<file path="src/rtl/sgdmac_desc_fetch_if.sv">
// Descriptor-fetch bus bundle: AXI read address/data channels towards memory plus the
// descriptor valid/ready handshake towards the data-mover engine.
// Signal suffixes give the direction as seen from the fetch block.
//   master : the fetch block (drives AR, rready, desc_*)
//   slave  : memory / engine side
interface sgdmac_desc_fetch_if;
    // AXI read address channel
    logic [31:0] araddr_o;
    logic [3:0]  arlen_o;
    logic [2:0]  arsize_o;
    logic [1:0]  arburst_o;
    logic        arvalid_o;
    logic        arready_i;
    // AXI read data channel
    logic [31:0] rdata_i;
    logic [1:0]  rresp_i;
    logic        rlast_i;
    logic        rvalid_i;
    logic        rready_o;
    // Descriptor handoff to the engine
    logic        desc_valid_o;
    logic        desc_ready_i;
    logic [31:0] desc_src_o;
    logic [31:0] desc_dst_o;
    logic [31:0] desc_len_o;

    modport master (
        output araddr_o, arlen_o, arsize_o, arburst_o, arvalid_o,
        input  arready_i,
        input  rdata_i, rresp_i, rlast_i, rvalid_i,
        output rready_o,
        output desc_valid_o, desc_src_o, desc_dst_o, desc_len_o,
        input  desc_ready_i
    );

    modport slave (
        input  araddr_o, arlen_o, arsize_o, arburst_o, arvalid_o,
        output arready_i,
        output rdata_i, rresp_i, rlast_i, rvalid_i,
        input  rready_o,
        input  desc_valid_o, desc_src_o, desc_dst_o, desc_len_o,
        output desc_ready_i
    );
endinterface

</file>
<file path="src/rtl/sgdmac_desc_fetch.sv">
// Descriptor fetch and list-walk engine of the scatter-gather DMA.
// Reads 16-byte descriptors {src, dst, len, next} with one 4-beat INCR burst each, hands
// non-empty ones to the engine, and follows next pointers until next == 0.
// Ports:
//   clk, rst_n        clock, synchronous active-low reset
//   start_i           one-cycle start pulse (only honoured when idle)
//   start_pointer_i   byte address of the first descriptor (0 = empty list)
//   done_o            high while idle
//   err_o             sticky: last run aborted on an AXI read error
//   desc_cnt_o        descriptors accepted by the engine this run (saturating)
//   engine_done_i     engine finished the current descriptor
//   bus               AXI read channels and descriptor handshake (master side)
module sgdmac_desc_fetch (
    input  logic                       clk,
    input  logic                       rst_n,
    input  logic                       start_i,
    input  logic [31:0]                start_pointer_i,
    output logic                       done_o,
    output logic                       err_o,
    output logic [15:0]                desc_cnt_o,
    input  logic                       engine_done_i,
    sgdmac_desc_fetch_if.master        bus
);

    typedef enum logic [2:0] {StIdle, StAr, StRd, StPush, StWait} state_e;

    state_e      state_q, state_d;
    logic [27:0] ptr_q, ptr_d;      // descriptor base, 16-byte granule
    logic [31:0] src_q, src_d;
    logic [31:0] dst_q, dst_d;
    logic [31:0] len_q, len_d;
    logic [31:0] next_q, next_d;
    logic [1:0]  beat_q, beat_d;
    logic        err_pend_q, err_pend_d;
    logic        err_q, err_d;
    logic [15:0] cnt_q, cnt_d;

    logic r_fire;
    logic err_seen;

    assign r_fire   = (state_q == StRd) && bus.rvalid_i;
    // Error from an earlier beat or from the beat being accepted now.
    assign err_seen = err_pend_q || (bus.rresp_i != 2'b00);

    // State register
    always_ff @(posedge clk) begin
        if (!rst_n) begin
            state_q <= StIdle;
        end else begin
            state_q <= state_d;
        end
    end

    // Next-state logic. len_d/next_d already include the beat accepted this cycle, so the
    // decision on the rlast beat sees the complete descriptor.
    always_comb begin
        state_d = state_q;
        unique case (state_q)
            StIdle: begin
                if (start_i && (start_pointer_i != 32'd0)) state_d = StAr;
            end
            StAr: begin
                if (bus.arready_i) state_d = StRd;
            end
            StRd: begin
                if (r_fire && bus.rlast_i) begin
                    if (err_seen)                state_d = StIdle;
                    else if (len_d != 32'd0)     state_d = StPush;
                    else if (next_d == 32'd0)    state_d = StIdle;
                    else                         state_d = StAr;
                end
            end
            StPush: begin
                if (bus.desc_ready_i) state_d = StWait;
            end
            StWait: begin
                if (engine_done_i) state_d = (next_q == 32'd0) ? StIdle : StAr;
            end
            default: state_d = StIdle;
        endcase
    end

    // Datapath next-state
    always_comb begin
        ptr_d      = ptr_q;
        src_d      = src_q;
        dst_d      = dst_q;
        len_d      = len_q;
        next_d     = next_q;
        beat_d     = beat_q;
        err_pend_d = err_pend_q;
        err_d      = err_q;
        cnt_d      = cnt_q;

        if ((state_q == StIdle) && start_i) begin
            err_d = 1'b0;
            cnt_d = 16'd0;
            if (start_pointer_i != 32'd0) ptr_d = start_pointer_i[31:4];
        end

        if (state_q == StAr) begin
            beat_d     = 2'd0;
            err_pend_d = 1'b0;
        end

        if (r_fire) begin
            beat_d = beat_q + 2'd1;
            if (bus.rresp_i != 2'b00) err_pend_d = 1'b1;
            // Capture by beat index; a short burst leaves the remaining fields untouched.
            unique case (beat_q)
                2'd0: src_d  = bus.rdata_i;
                2'd1: dst_d  = bus.rdata_i;
                2'd2: len_d  = bus.rdata_i;
                2'd3: next_d = bus.rdata_i;
            endcase
            if (bus.rlast_i) begin
                if (err_seen) begin
                    err_d = 1'b1;
                end else if ((len_d == 32'd0) && (next_d != 32'd0)) begin
                    ptr_d = next_d[31:4];
                end
            end
        end

        if ((state_q == StPush) && bus.desc_ready_i && (cnt_q != 16'hFFFF)) begin
            cnt_d = cnt_q + 16'd1;
        end

        if ((state_q == StWait) && engine_done_i && (next_q != 32'd0)) begin
            ptr_d = next_q[31:4];
        end
    end

    always_ff @(posedge clk) begin
        if (!rst_n) begin
            ptr_q      <= 28'd0;
            src_q      <= 32'd0;
            dst_q      <= 32'd0;
            len_q      <= 32'd0;
            next_q     <= 32'd0;
            beat_q     <= 2'd0;
            err_pend_q <= 1'b0;
            err_q      <= 1'b0;
            cnt_q      <= 16'd0;
        end else begin
            ptr_q      <= ptr_d;
            src_q      <= src_d;
            dst_q      <= dst_d;
            len_q      <= len_d;
            next_q     <= next_d;
            beat_q     <= beat_d;
            err_pend_q <= err_pend_d;
            err_q      <= err_d;
            cnt_q      <= cnt_d;
        end
    end

    // Outputs: decoded from state or taken straight from registers
    always_comb begin
        done_o           = (state_q == StIdle);
        err_o            = err_q;
        desc_cnt_o       = cnt_q;
        bus.araddr_o     = {ptr_q, 4'b0000};
        bus.arlen_o      = 4'd3;
        bus.arsize_o     = 3'b010;
        bus.arburst_o    = 2'b01;
        bus.arvalid_o    = (state_q == StAr);
        bus.rready_o     = (state_q == StRd);
        bus.desc_valid_o = (state_q == StPush);
        bus.desc_src_o   = src_q;
        bus.desc_dst_o   = dst_q;
        bus.desc_len_o   = len_q;
    end

endmodule

</file>
<file path="src/flat_wrapper.sv">
// flat-port wrapper written by rule: the top's interface ports become plain ports
module sgdmac_desc_fetch_flat 
  (clk, rst_n, start_i, start_pointer_i, done_o, err_o, desc_cnt_o, engine_done_i, bus_araddr_o, bus_arlen_o, bus_arsize_o, bus_arburst_o, bus_arvalid_o, bus_arready_i, bus_rdata_i, bus_rresp_i, bus_rlast_i, bus_rvalid_i, bus_rready_o, bus_desc_valid_o, bus_desc_src_o, bus_desc_dst_o, bus_desc_len_o, bus_desc_ready_i);
  sgdmac_desc_fetch_if bus_i ();
  input  logic clk;
  input  logic rst_n;
  input  logic start_i;
  input  logic [31:0] start_pointer_i;
  output logic done_o;
  output logic err_o;
  output logic [15:0] desc_cnt_o;
  input  logic engine_done_i;
  output wire logic [$bits(bus_i.araddr_o)-1:0] bus_araddr_o;
  output wire logic [$bits(bus_i.arlen_o)-1:0] bus_arlen_o;
  output wire logic [$bits(bus_i.arsize_o)-1:0] bus_arsize_o;
  output wire logic [$bits(bus_i.arburst_o)-1:0] bus_arburst_o;
  output wire logic [$bits(bus_i.arvalid_o)-1:0] bus_arvalid_o;
  input wire logic [$bits(bus_i.arready_i)-1:0] bus_arready_i;
  input wire logic [$bits(bus_i.rdata_i)-1:0] bus_rdata_i;
  input wire logic [$bits(bus_i.rresp_i)-1:0] bus_rresp_i;
  input wire logic [$bits(bus_i.rlast_i)-1:0] bus_rlast_i;
  input wire logic [$bits(bus_i.rvalid_i)-1:0] bus_rvalid_i;
  output wire logic [$bits(bus_i.rready_o)-1:0] bus_rready_o;
  output wire logic [$bits(bus_i.desc_valid_o)-1:0] bus_desc_valid_o;
  output wire logic [$bits(bus_i.desc_src_o)-1:0] bus_desc_src_o;
  output wire logic [$bits(bus_i.desc_dst_o)-1:0] bus_desc_dst_o;
  output wire logic [$bits(bus_i.desc_len_o)-1:0] bus_desc_len_o;
  input wire logic [$bits(bus_i.desc_ready_i)-1:0] bus_desc_ready_i;
  assign bus_araddr_o = bus_i.araddr_o;
  assign bus_arlen_o = bus_i.arlen_o;
  assign bus_arsize_o = bus_i.arsize_o;
  assign bus_arburst_o = bus_i.arburst_o;
  assign bus_arvalid_o = bus_i.arvalid_o;
  assign bus_i.arready_i = bus_arready_i;
  assign bus_i.rdata_i = bus_rdata_i;
  assign bus_i.rresp_i = bus_rresp_i;
  assign bus_i.rlast_i = bus_rlast_i;
  assign bus_i.rvalid_i = bus_rvalid_i;
  assign bus_rready_o = bus_i.rready_o;
  assign bus_desc_valid_o = bus_i.desc_valid_o;
  assign bus_desc_src_o = bus_i.desc_src_o;
  assign bus_desc_dst_o = bus_i.desc_dst_o;
  assign bus_desc_len_o = bus_i.desc_len_o;
  assign bus_i.desc_ready_i = bus_desc_ready_i;
  sgdmac_desc_fetch u_core (.clk(clk), .rst_n(rst_n), .start_i(start_i), .start_pointer_i(start_pointer_i), .done_o(done_o), .err_o(err_o), .desc_cnt_o(desc_cnt_o), .engine_done_i(engine_done_i), .bus(bus_i));
endmodule
</file>
<file path="config.mk">
export PLATFORM = sky130hd
export DESIGN_NAME = sgdmac_desc_fetch_flat
export DESIGN_NICKNAME = d
export VERILOG_FILES = /design/src/rtl/sgdmac_desc_fetch_if.sv /design/src/rtl/sgdmac_desc_fetch.sv /design/src/flat_wrapper.sv
export SDC_FILE = /design/constraint.sdc
export NUM_CORES = 1
export LEC_CHECK = 0
export ABC_AREA = 1
export CAP_MARGIN = 20
export CORE_UTILIZATION = 45
export DETAILED_ROUTE_END_ITERATION = 8
export PLACE_DENSITY = 0.84
export RECOVER_POWER = 25
export SYNTH_ARGS = -nofsm -noshare
export SYNTH_HDL_FRONTEND = slang
export SYNTH_SLANG_ARGS = --single-unit
export TNS_END_PERCENT = 30
</file>
<file path="constraint.sdc">
create_clock -name clk -period 2.2 [get_ports clk]
set_input_delay 0.55 -clock clk [delete_from_list [all_inputs] [get_ports clk]]
set_output_delay 0.55 -clock clk [all_outputs]
set_load 0.02 [all_outputs]
</file>
Word level (Yosys, flattened, before mapping)

Cells that the tools add are included.
W data, S select, Z words.

Output and inout bits: 158
Word-level logic and storage cells: 84
Input port bits: 74
Register bits: 179

Equal/unequal tests: 13
Multiplexer cells: 34
Add/subtract/negate cells: 2
Reduce and logical (&&, ||, !) cells: 25

Operators with widths:

| kind                    | number |
|---|---|
| $mux W28                | 7 |
| $mux W32                | 6 |
| $reduce_bool A32 Y1     | 4 |
| $logic_not A32 Y1       | 3 |
| $mux W16                | 2 |
| $mux W3                 | 7 |
| $add A16 B1 Y16 const B | 1 |
| $ne A16 B16 Y1 const B  | 1 |
| $pmux W3 S5             | 1 |
| $logic_and A1 B1 Y1     | 9 |
| $mux W1                 | 9 |
| $ne A2 B1 Y1 const B    | 4 |
| $eq A3 B2 Y1 const B    | 2 |
| $reduce_bool A2 Y1      | 3 |
| $reduce_and A5 Y1       | 1 |
| $eq A2 B2 Y1 const B    | 2 |
| $mux W2                 | 2 |
| $reduce_and A2 Y1       | 2 |
| $eq A3 B1 Y1 const B    | 1 |
| $eq A3 B3 Y1 const B    | 1 |
| $logic_not A3 Y1        | 1 |
| $add A2 B1 Y2 const B   | 1 |
| $eq A2 B1 Y1 const B    | 1 |
| $logic_not A2 Y1        | 1 |
| 2 further kinds         | 2 |

Depth between registers and ports, before layout

Gate-level depths: netlist (run 1).

Word-level depth: 10
Depth in mapped cells: 18

Least setup slack after synthesis (run 1)

Ideal clock, no wire load.

Kind: register -> register
From: register u_core.beat_q[0]
To: register u_core.ptr_q[0]
Cell stages (with the launch flop): 16
Period minus slack after synthesis: 2.171 ns
Buffers on the path: 3
Required time: 2.083 ns
Data arrival time: 2.054 ns
Slack: 0.029 ns
Path through: dfxtp_1 -> inv_1 -> ha_1 -> buf_6 -> buf_6 -> o21ai_1 -> nand2_1 -> nor3_1 -> nand3_1 -> nor2_1 -> nand2_1 -> nor3_4 -> buf_2 -> a21oi_1 -> nor2_1 -> nor2_1

Cells in the longest elaborated chain, start to end: 10
Elaborated cells between the ends (all ways): 14
Classes of those cells: 2 x eq/ne; 9 x mux; 3 x reduce/logical

Ends and longest elaborated chain:

| item                                                     | RTL line                 | text |
|---|---|---|
| start: declaration                                       | sgdmac_desc_fetch.sv:33  | `logic [1:0] beat_q, beat_d;` |
| start signal: assignment                                 | sgdmac_desc_fetch.sv:151 | `beat_q <= beat_d;` |
| $eq A2 B2 Y1                                             | sgdmac_desc_fetch.sv:110 | `unique case (beat_q)` |
| $mux W32                                                 | sgdmac_desc_fetch.sv:110 |  |
| $mux W32                                                 | sgdmac_desc_fetch.sv:106 | `if (r_fire) begin` |
| $logic_not A32 Y1 or $reduce_bool A32 Y1 (tied branches) | sgdmac_desc_fetch.sv:119 | `end else if ((len_d == 32'd0) && (next_d != 32'd0)) begin` |
| $logic_and A1 B1 Y1                                      | sgdmac_desc_fetch.sv:119 |  |
| $mux W28 (*)                                             | sgdmac_desc_fetch.sv:119 |  |
| $mux W28 (*)                                             | sgdmac_desc_fetch.sv:117 | `if (err_seen) begin` |
| $mux W28 (*)                                             | sgdmac_desc_fetch.sv:116 | `if (bus.rlast_i) begin` |
| $mux W28 (*)                                             | sgdmac_desc_fetch.sv:106 |  |
| $mux W28 (*)                                             | sgdmac_desc_fetch.sv:129 | `if ((state_q == StWait) && engine_done_i && (next_q != 32'd0)) begin` |
| end signal: assignment                                   | sgdmac_desc_fetch.sv:146 | `ptr_q <= ptr_d;` |
| end: declaration                                         | sgdmac_desc_fetch.sv:28  | `logic [27:0] ptr_q, ptr_d;` |

Every way passes the cells marked *; elsewhere a longest branch is shown, timed or not. The select of a mux whose other input is x is not followed.
A chain may end at the register's enable or synchronous reset.

Worst setup path after layout (run 1)

From: register u_core.beat_q[0]
To: register u_core.ptr_q[16]

The elaborated chain is that of the path after synthesis.

==> results.cfg, run 1 <==
[run_status]
status = complete, but fails checks
violations = setup timing

[power]
power_switching_mw = 4.86
p_per_area_nw_per_um2 = 858
leakage_nw = 6.47
internal-power_mw = 7.35
swShare_pct = 39.8
pwr-share-clk_pct = 26.2
p_comb_share_pct = 42.0
seqPwrFrac_pct = 31.8
ir_drop_mv = 0.658

[placed_design]
place_congestion = 0.953
io_buffer_count = 218
dpl-instance-area_um2 = 12900
place_inst = 2062
dp_hpwl_um = 24300

[die]
rows = 51
dieArea_um2 = 20700
ios = 232
die_h_um = 144
die_x_um = 144
core_region_area_um2 = 19600
start_util_pct = 46.3

[sta]
fin_crit_sh_pct = 111
worst_clock_skew_ns = 0.0137
worst_pin_slew_ns = 0.513
setup_viol_count_final = 30
tns_ns = -6.07
timing.final.ws_setup_ns = -0.249
drv_slew = 0
finalCriticalPeriod_ns = 2.45
whs_ns = 0.468
max_slew_margin_pct = 65.4
fmax_mhz = 408
rsz0062_at_grt = true
hold_violations = 0

[clock_tree]
clk_latency_ns = 0.45
root_buffer = clkbuf_16
clkTransAtPathRegs_ns = 0.08
clock_path_buffers = 2
htreeDepth = 4
tritoncts = yes
cts_sinks = 179
numCtsBuffers = 17
holdBufCountCts = 0

[critical_path]
path_cells = inv_2 -> ha_4 -> buf_6 -> buf_12 -> buf_8 -> nand2_4 -> o21ai_4 -> nand4_1 -> nand3b_1 -> nor3_4 -> buf_12 -> buf_8 -> a21oi_2 -> nor2_1 -> nor2_1
cpPeakStageDelay_ns = 0.34
startpoint = u_core.beat_q[0]$_SDFFE_PN0P_
reg2reg_slack_ns = -0.25
arrival_ns = 2.79
cp.buffers_inverters = 6
r2r_end = u_core.ptr_q[16]$_SDFF_PN0_
startpoint_type = flop
ff2ff_path_depth = 15
critPathSlowestCell = dfxtp_2
cp_top_family = simple AND/OR/NAND/NOR gates
path_class = reg -> reg
worst_setup_path_end_kind = flop
required_ns = 2.54
r2r_start = u_core.beat_q[0]$_SDFFE_PN0P_
critPathMaxFanout = 7

[layout]
drive_above_1_share_pct = 17.8
areaGrowthSynthToFinish_pct = 56.8
fillers = 1514
nets = 1919
antenna_cells = 0
fin_area_um2 = 14200
fin_cells = 2118

[yosys]
synth_edf_count = 0
ys_seq_area_share_pct = 39.5
yosysUniqueCellTypes = 32
synth_seq_cells = 179
async_flop_share_pct = 0
synth_area_per_cell_um2 = 6.21
synth_flop_cell = dfxtp_1
synth_area_um2 = 9070
ys.warnings.count = 0
syn_inst = 1460

[drt]
wl_per_cell_um = 16.3
first_pass_iters = 6
via_per_inst = 5.18
final_antenna_net_count = 0
drc = 0
drt-total-wl_um = 34400
vias = 10967
first_iter_violations = 957

[global_route]
grt_overflow = 0
grt_pass1_wl_um = 49900
grt_usage_pct = 31.4
antenna_found_initial = 0
grt_max_degree = 64
grt_pass1_vias = 9793

[min_path]
holdPathEnd = u_core.bus.desc_dst_o[31]$_SDFFE_PN0P_
worst_hold_path_type = reg -> reg
min-delay-start = u_core.bus.desc_dst_o[31]$_SDFFE_PN0P_
hold_depth = 2

[run]
drv_cap = 0
[flip-flops by register name, indices dropped and copies added, names as in the netlist, 2 cells and up]
name and cells:
u_core.ptr_q 28, u_core.bus.desc_dst_o 32, u_core.desc_cnt_o 16, u_core.bus.desc_len_o 32, u_core.state_q 3, u_core.bus.desc_src_o 32
u_core.next_q 32, u_core.beat_q 2
[cells in the mapped netlist (8+ instances only)]
master	instances	share of area (%)
a21oi_1	114	6.3
o21ai_1	23	1.3
nand3_1	23	1.3
nand4_1	24	1.7
nor3_1	8	0.44
o21ai_0	106	5.8
nor4_1	11	0.76
buf_2	17	0.94
inv_1	134	5.5
nor2_1	281	12
buf_4	15	1.2
dfxtp_1	179	40
nand2_1	435	18
clkbuf_1	48	2.0
[timing repair]
| action | CTS | global route |
|---|---|---|
| pin swaps | 8 | 41 |
| resized for setup | 38 | 106 |
| cloned | 1 | 8 |
| setup buffers | 7 | 8 |
| setup endpoints to repair | 36 | 49 |
[metal layers]
layer,global-route usage [%],share of wire (%),vias to the layer above
met4,17.5,4.8,0
met5,0,0,-
met1,38.7,40,4947
met2,50.4,46,579
li1,-,-,5325
met3,7.15,9.3,116
[power by group through the flow]
stage	clock network (mW)	logic, mW	registers, mW
2_1_floorplan	0	2.37	4.15
3_3_place_gp	0	4.70	3.91
3_5_place_dp	0	4.79	3.92
4_1_cts	3.18	4.88	3.86
5_1_grt	3.34	5.59	3.91
6_report	3.19	5.13	3.88
[cell usage in the layout, fill, tap and decap left out, types with 10 or more instances in the layout]
master           count
dfxtp_1            175
buf_4              181
nor2_1             278
nand3_1             22
nor4_1              11
buf_12              20
nand2_1            417
nand4_1             24
a21oi_2             13
clkdlybuf4s50_1    213
inv_1              131
clkbuf_16           23
o21ai_4             10
o21ai_0             79
nand2_2             15
o21ai_1             33
conb_1              13
a21oi_1            102
[final cells by class]
class | count | area, um^2 | share of cell area (%)
multi-input cells | 1065 | 4870 | 34.2
clock inverters | 15 | 199 | 1.40
repair buffers | 439 | 4280 | 30.1
well taps | 265 | 332 | 2.33
clock buffers | 17 | 425 | 2.99
flip-flops and latches | 179 | 3590 | 25.3
inverters | 138 | 528 | 3.71
[stage by stage]
| step | util, % | worst slack [ns] | total power [mW] |
|---|---|---|---|
| finish | 72.6 | -0.249 | 12.2 |
| global placement | 65.8 | -0.589 | 8.61 |
| CTS | 69.9 | -0.164 | 11.9 |
| floorplan | - | 0.0293 | 6.52 |
| detailed placement | 65.8 | -0.597 | 8.71 |
| global route | 72.6 | -0.380 | 12.8 |
[kinds of logic (layout without fill, tap and decap cells)]
logic type,Yosys count,after routing,share of synthesized area (%)
flip-flops,179,179,39.5
AO/OA/AOI/OAI,249,249,13.9
AND/OR/NAND/NOR,796,796,35.0
other,2,13,0.0828
XOR/XNOR,2,2,0.193
adder cells (fa/ha/maj),5,5,0.690
buffers and inverters,227,609,10.7
[worst max-delay path by stage]
stage                                           endpoint  slack [ns]  depth (start not counted)
after CTS                    u_core.ptr_q[25]$_SDFF_PN0_       -0.16                         15
after floorplan               u_core.ptr_q[0]$_SDFF_PN0_        0.03                         15
after global routing         u_core.ptr_q[16]$_SDFF_PN0_       -0.38                         15
after global placement    u_core.state_q[0]$_SDFFE_PN0P_       -0.59                         16
final                        u_core.ptr_q[16]$_SDFF_PN0_       -0.25                         15
after detailed placement      u_core.ptr_q[3]$_SDFF_PN0_       -0.60                         14
[tightest hold or removal path: cells and delay by family, from the launching register on]
kind | cells | cell delay, ns
flip-flops | 1 | 0.31
AND/OR/NAND/NOR | 1 | 0.06
AO/OA/AOI/OAI | 1 | 0.05
(Power assumes the default switching activity.)
==> run 2: changes to the inputs <==
HOLD_SLACK_MARGIN = 0.03   (was unset)
==> results of run 2 <==
Final layout, timing and power as in run 1 (identical DEF).
